===== config.mk =====
export PLATFORM = sky130hd
export DESIGN_NAME = trace_monitor
export DESIGN_NICKNAME = d
export VERILOG_FILES = /design/src/rtl/trace_monitor.sv
export SDC_FILE = /design/constraint.sdc
export NUM_CORES = 1
export LEC_CHECK = 0
export BUFFER_PORTS_ARGS = -buffer_cell sky130_fd_sc_hd__buf_2
export CAP_MARGIN = 20
export CORE_MARGIN = 3
export CORE_UTILIZATION = 60
export DETAILED_ROUTE_END_ITERATION = 12
export PLACE_DENSITY_LB_ADDON = 0.1
export RECOVER_POWER = 50
export SETUP_SLACK_MARGIN = 0.3
export SLEW_MARGIN = 15
export SYNTH_ARGS = -nofsm -noshare
export SYNTH_HDL_FRONTEND = slang
export SYNTH_SLANG_ARGS = --single-unit

===== constraint.sdc =====
create_clock -name clk -period 31.4 [get_ports clk]
set_clock_uncertainty 0.05 [all_clocks]
set_input_delay 6.28 -clock clk [delete_from_list [all_inputs] [get_ports clk]]
set_output_delay 6.28 -clock clk [all_outputs]
set_load 0.005 [all_outputs]

===== src/rtl/trace_monitor.sv =====
// Value-change trace sink: timestamps changes of x/y/z into a FIFO drained over valid/ready. Optional TRACE_MONITOR_TS_EN adds the timestamp counter.
// Latency: an entry sampled at edge N is visible on rd_* after edge N (first-word fall-through).
// Backpressure: rd_ready stalls the FIFO; pushes into a full FIFO without a same-cycle pop are dropped and set sticky overflow.
module trace_monitor #(
    parameter int WIDTH    = 32,
    parameter int DEPTH    = 8,
    parameter int TS_WIDTH = 16
) (
    input  logic                       clk,
    input  logic                       rst_n,
    input  logic                       clear,
    input  logic                       sample_en,
    input  logic [WIDTH-1:0]           x_in,
    input  logic [WIDTH-1:0]           y_in,
    input  logic [WIDTH-1:0]           z_in,
    output logic                       rd_valid,
    input  logic                       rd_ready,
    output logic [TS_WIDTH-1:0]        rd_ts,
    output logic [WIDTH-1:0]           rd_x,
    output logic [WIDTH-1:0]           rd_y,
    output logic [WIDTH-1:0]           rd_z,
    output logic [2:0]                 rd_mask,
    output logic [$clog2(DEPTH):0]     count,
    output logic                       overflow
);

    localparam int AW = $clog2(DEPTH);
    localparam logic [AW:0]   CNT_ONE  = (AW+1)'(1);
    localparam logic [AW:0]   FULL_CNT = (AW+1)'(DEPTH);
    localparam logic [AW-1:0] PTR_ONE  = AW'(1);

    typedef struct packed {
        logic [WIDTH-1:0] x;
        logic [WIDTH-1:0] y;
        logic [WIDTH-1:0] z;
        logic [2:0]       mask;
    } entry_t;

    entry_t           mem [DEPTH];
    logic [AW-1:0]    wr_ptr;
    logic [AW-1:0]    rd_ptr;
    logic [AW:0]      cnt;
    logic             ovf;
    logic             primed;
    logic [WIDTH-1:0] sx;
    logic [WIDTH-1:0] sy;
    logic [WIDTH-1:0] sz;

    logic [2:0] ev_mask;
    logic       push_req;
    logic       do_pop;
    logic       do_push;
    logic       drop;
    logic       full;
    entry_t     head;

    assign full     = (cnt == FULL_CNT);
    assign rd_valid = (cnt != '0);
    assign ev_mask  = primed ? {z_in != sz, y_in != sy, x_in != sx} : 3'b111;
    assign push_req = sample_en && !clear && (ev_mask != 3'b000);
    assign do_pop   = rd_valid && rd_ready && !clear;
    // A same-cycle pop frees the head slot, so a full FIFO still accepts the push.
    assign do_push  = push_req && (!full || do_pop);
    assign drop     = push_req && full && !do_pop;

    always_ff @(posedge clk) begin
        if (!rst_n) begin
            wr_ptr <= '0;
            rd_ptr <= '0;
            cnt    <= '0;
            ovf    <= 1'b0;
            primed <= 1'b0;
            sx     <= '0;
            sy     <= '0;
            sz     <= '0;
        end else if (clear) begin
            wr_ptr <= '0;
            rd_ptr <= '0;
            cnt    <= '0;
            ovf    <= 1'b0;
            primed <= 1'b0;
        end else begin
            if (sample_en) begin
                sx     <= x_in;
                sy     <= y_in;
                sz     <= z_in;
                primed <= 1'b1;
            end
            if (do_push) begin
                wr_ptr <= wr_ptr + PTR_ONE;
            end
            if (do_pop) begin
                rd_ptr <= rd_ptr + PTR_ONE;
            end
            case ({do_push, do_pop})
                2'b10:   cnt <= cnt + CNT_ONE;
                2'b01:   cnt <= cnt - CNT_ONE;
                default: cnt <= cnt;
            endcase
            if (drop) begin
                ovf <= 1'b1;
            end
        end
    end

    always_ff @(posedge clk) begin
        if (rst_n && do_push) begin
            mem[wr_ptr] <= '{x: x_in, y: y_in, z: z_in, mask: ev_mask};
        end
    end

    assign head     = mem[rd_ptr];
    assign rd_x     = rd_valid ? head.x    : '0;
    assign rd_y     = rd_valid ? head.y    : '0;
    assign rd_z     = rd_valid ? head.z    : '0;
    assign rd_mask  = rd_valid ? head.mask : '0;
    assign count    = cnt;
    assign overflow = ovf;

`ifdef TRACE_MONITOR_TS_EN
    localparam logic [TS_WIDTH-1:0] TS_ONE = TS_WIDTH'(1);

    logic [TS_WIDTH-1:0] ts;
    logic [TS_WIDTH-1:0] ts_mem [DEPTH];

    // Free-running; clear does not disturb the time base.
    always_ff @(posedge clk) begin
        if (!rst_n) begin
            ts <= '0;
        end else begin
            ts <= ts + TS_ONE;
        end
    end

    always_ff @(posedge clk) begin
        if (rst_n && do_push) begin
            ts_mem[wr_ptr] <= ts;
        end
    end

    assign rd_ts = rd_valid ? ts_mem[rd_ptr] : '0;
`else
    assign rd_ts = '0;
`endif

endmodule


* Word-level counts from Yosys, hierarchy flattened
Memories as Yosys holds them, arrays and structs flattened. A register that Yosys moved wholly into a read port is not among the register bits. Cells that the tools add are included.
Storage, ports and cells: logic and storage cells 48, flip-flop bits (word level) 108, RAM bits 792, memories 1, output and inout bits 121, input port bits 101
Operators by class: bitwise gates (word level) 2, muxes and demuxes 10, equal/unequal tests 6, add/sub/neg operators 4, reduce and logical (&&, ||, !) cells 17
Memory list:
- mem | words 8, bits a word 99, read ports 1, clocked after Yosys merged registers in 1, wr ports 1, RTL line 39 | entry_t mem [DEPTH];
Operators with widths (number):
- 2-to-1 mux 32 bit | 3
- inequality test 32 bit | 3
- 2-to-1 mux 3 bit | 4
- logical AND 1 bit | 8
- case mux 4 bit (2 select lines) | 1
- adder 3 x 1 -> 3 bit (second input constant) | 2
- adder 4 x 1 -> 4 bit (second input constant) | 1
- equality test 4 bit (second input constant) | 1
- nonzero test 4 bit | 1
- subtractor 4 x 1 -> 4 bit (second input constant) | 1
- logical NOT 1 bit | 3
- nonzero test 3 bit | 1
- equality test 2 x 1 -> 1 bit (second input constant) | 1
- equality test 2 bit (second input constant) | 1
- 2-to-1 mux 1 bit | 2
- inverter 1 bit | 2
- AND reduction 2 bit | 1
- nonzero test 2 bit | 1
- OR reduction 2 bit | 1
- logical OR 1 bit | 1

* Longest topological paths before layout
depth in word-level cells 8, depth in mapped cells 13, gate-level depth less buffers 13

* Worst setup path before layout
OpenSTA, ideal clock, no wires.
kind input -> register, start point in y_in[16], end point mem mem[4][0] in the netlist's numbering (enable), buffers on the path 1, required time 30550 ps, stages 8, setup time 800 ps, setup slack 13927 ps, data arrival time 16623 ps, cell sequence xor2_1 > nor4_1 > and3_1 > nand3_1 > o31ai_4 > nand2b_1 > buf_4 > nor4_1
Between the ends: word-level cells in the longest chain between the ends 8
RTL lines:
- start, declared | RTL line 14 | input logic [WIDTH-1:0] y_in,
- inequality test 32 bit | RTL line 59 | assign ev_mask = primed ? {z_in != sz, y_in != sy, x_in != sx} : 3'b111;
- 2-to-1 mux 3 bit | RTL line 59
- named net ev_mask[1] | RTL line 49 | logic [2:0] ev_mask;
- nonzero test 3 bit | RTL line 60 | assign push_req = sample_en && !clear && (ev_mask != 3'b000);
- logical AND 1 bit | RTL line 60
- logical AND 1 bit | RTL line 63 | assign do_push = push_req && (!full || do_pop);
- logical AND 1 bit | RTL line 107 | if (rst_n && do_push) begin
- 2-to-1 mux 1 bit | RTL line 107
- 2-to-1 mux 1 bit (not written as such) | RTL line 108 | mem[wr_ptr] <= '{x: x_in, y: y_in, z: z_in, mask: ev_mask};
- end, declared | RTL line 39
The timed path passes the listed nets, and every way through them passes these cells.

* Worst setup path after layout
start point in rst_n, end point mem mem[1][11] in the netlist's numbering (enable)
Between the ends: word-level cells in the longest chain between the ends 3
RTL lines:
- start, declared | RTL line 10 | input logic rst_n,
- logical AND 1 bit | RTL line 107
- 2-to-1 mux 1 bit | RTL line 107
- 2-to-1 mux 1 bit (not written as such) | RTL line 108
No other way between the ends.

==> flow_summary.yaml <==
run_status:
  outcome: "finished, violations left"
  violations: "max-capacitance violations, max-slew violations"
global_route:
  grt_max_degree: 103
  track_usage_pct: 25.20
  grt_pass1_wl_mm: 117.3
  antenna_found_initial: 12
  overflow: 0
  grt_pass1_vias: 19198
sta:
  relSlewSlack_pct: -202.3
  slew_violations: 103
  tns_ns: 0
  finalHoldViolCount: 0
  rsz0062_at_grt: "false"
  fin_ws_ns: 19.70
  finalSetupViolations: 0
  period_share_pct: 37.27
  worst_slew_pin_slew_ns: 4.535
  layout_min_cycle_time_ns: 11.70
  fmax_mhz: 85.45
cts:
  cts_buffer_depth: 3
  clock_sinks: 903
  cts_resized: 0
  cts_root_buf: "clkbuf_16"
  cts_tree: "done"
  clk_latency_ns: 0.63
  cts_buffers: 88
  path_clk_slew_ns: 0.06
  htreeDepth: 3
  post_cts_buffers: 0
  cts_hold_repair.buffers: 0
die:
  coreArea_um2: 58030
  io_pins: 222
  num_rows: 88
  start_util_pct: 60.94
  chipHeight_um: 248.8
  die_x_um: 248.8
  dieArea_um2: 61880
critical_path:
  crit_type: "in2reg"
  path_common_cell: "buf_4"
  crit_required_ns: 31.59
  cp_slowest_cell: "clkbuf_1"
  crit_arrival_ns: 11.89
  worst_setup_path_end_kind: "flop"
  slowest_delay_ns: 3.15
  reg2reg_to: "mem[1][11]"
  startpoint_type: "primary input"
  cp.buffers_inverters: 4
  crit_family: "buffers and inverters"
  crit_chain: "buf_2 > clkbuf_1 > nand2_1 > nor4_2 > buf_4 > buf_4"
  cp_max_fo: 102
  reg2reg_setup_slack_ns: 27.17
  worstReg2RegStart: "sx[26]"
  path_depth: 6
  worstRegToRegCells: 9
place:
  hpwl_mm: 42.88
  place_inst: 2822
  gp_congestion: 0.7600
  preCtsSetupSlack_ns: 21.02
  numPortBuffers: 205
routing:
  vias_per_cell: 6.025
  ant_nets: 0
  dr_total_vias: 18050
  drcViolationCount: 0
  drt_iter0_drc: 1521
  routed_wl_mm: 76.61
  avgRoutedWirePerCell_um: 25.57
  drt_first_pass_iters: 5
final_layout:
  final_cells: 2996
  syn2layout_area_growth_pct: 13.23
  multi_input_area_um2: 8939
  seqCellArea_um2: 26020
  drive_above_1_share_pct: 21.51
  layout.nets: 2254
  fillerInstances: 3728
yosys:
  yosysWarnings: 0
  ys_top_cells_by_count: "edfxtp_1, nand2_1, mux4_2"
  avgSynthCellArea_um2: 18.45
  synth_seq_area_share_pct: 73.55
  synth_cell_type_count: 34
  syn_inst: 1916
  synth_top_area_cell: "edfxtp_1"
  synth_top_flop_cell: "edfxtp_1"
  syn_area_um2: 35360
  ys_ff_latch: 903
  synth_top_area_share_pct: 67.26
  synth.most_common_cell: "edfxtp_1"
  synth_edf_count: 792
  synth_area_leaders: "edfxtp_1, mux4_2, dfxtp_1, mux2i_1, nand2_1"
  async_reset_ff_share_pct: 0
worst_hold_path:
  min_to: "overflow"
  worstHoldStart: "overflow"
  hold_depth: 1
  holdCritPathClass: "reg2reg"
power:
  ir_worst_vdd_uv: 62.43
  power.density_nw_per_um2: 60.82
  total_power_mw: 2.435
  power_leakage_nw: 12.63
run:
  drv_cap: 1
-- state kept, by name, summed over array words and instances (netlist names), named ones only --
name	cells
count	4
mem	792
sy	32
rd_ptr	3
sx	32
overflow	1
wr_ptr	3
primed	1
sz	32
-- cell type report --
class | instances | area share [%]
Multi-Input combinational cell | 906 | 22.33
Antenna cell | 9 | 0.05625
Sequential cell | 903 | 64.98
Tap cell | 765 | 2.391
Inverter | 5 | 0.04688
Clock inverter | 33 | 0.7719
Timing Repair Buffer | 244 | 3.106
Clock buffer | 131 | 6.319
-- logic make-up after synthesis --
group,synth area share (%)
multiplexers,15.64
flip-flops,73.55
XOR/XNOR,2.452
AO/OA/AOI/OAI,2.190
AND/OR/NAND/NOR,4.434
adder cells (fa/ha/maj),0.1982
other,0.01061
buffers and inverters,1.529
-- power by group --
part | total (mW) | switching [mW] | internal [mW] | leakage, nW
registers | 1.32 | 0.00566 | 1.31 | 8.10
clock network | 1.03 | 0.425 | 0.606 | 1.39
logic | 0.0839 | 0.0539 | 0.0300 | 3.14
total | 2.44 | 0.485 | 1.95 | 12.6
-- layout by cell type (no fill, tap or decap), types with 93 or more instances in the layout --
cell type,instances
nor2_1,107
clkbuf_16,93
edfxtp_1,792
nand2_1,210
clkbuf_1,132
dfxtp_1,108
buf_2,106
mux2i_1,107
a21boi_0,96
mux4_2,198
-- per-stage QoR --
stage               hold slack [ns]  instance area (um2)  utilization [%]
floorplan                    0.4041                35420                -
global placement             0.3979                37230            64.16
detailed placement           0.4076                37270            64.24
CTS                          0.4233                40110            69.13
global route                 0.4477                40020            68.97
finish                       0.4183                40040            69.00
-- worst max path at each step --
stage | startpoint | endpoint | slack (ns)
after floorplan | y_in[16] | mem[4][0] | 13.93
after global placement | y_in[2] | mem[1][15] | 21.18
after detailed placement | x_in[31] | mem[1][15] | 21.02
after CTS | flop | rd_y[14] | 20.71
after global routing | rst_n | mem[2][12] | 19.26
final | rst_n | mem[1][11] | 19.70
-- routing by layer --
metal	vias up	global-route usage (%)	wire length, um
li1	7899	-	-
met1	9382	35.03	31280
met2	609	40.58	37700
met3	152	4.959	5106
met4	8	9.005	2470
met5	-	0	54
Note: power is estimated with default switching activity, not from simulation.
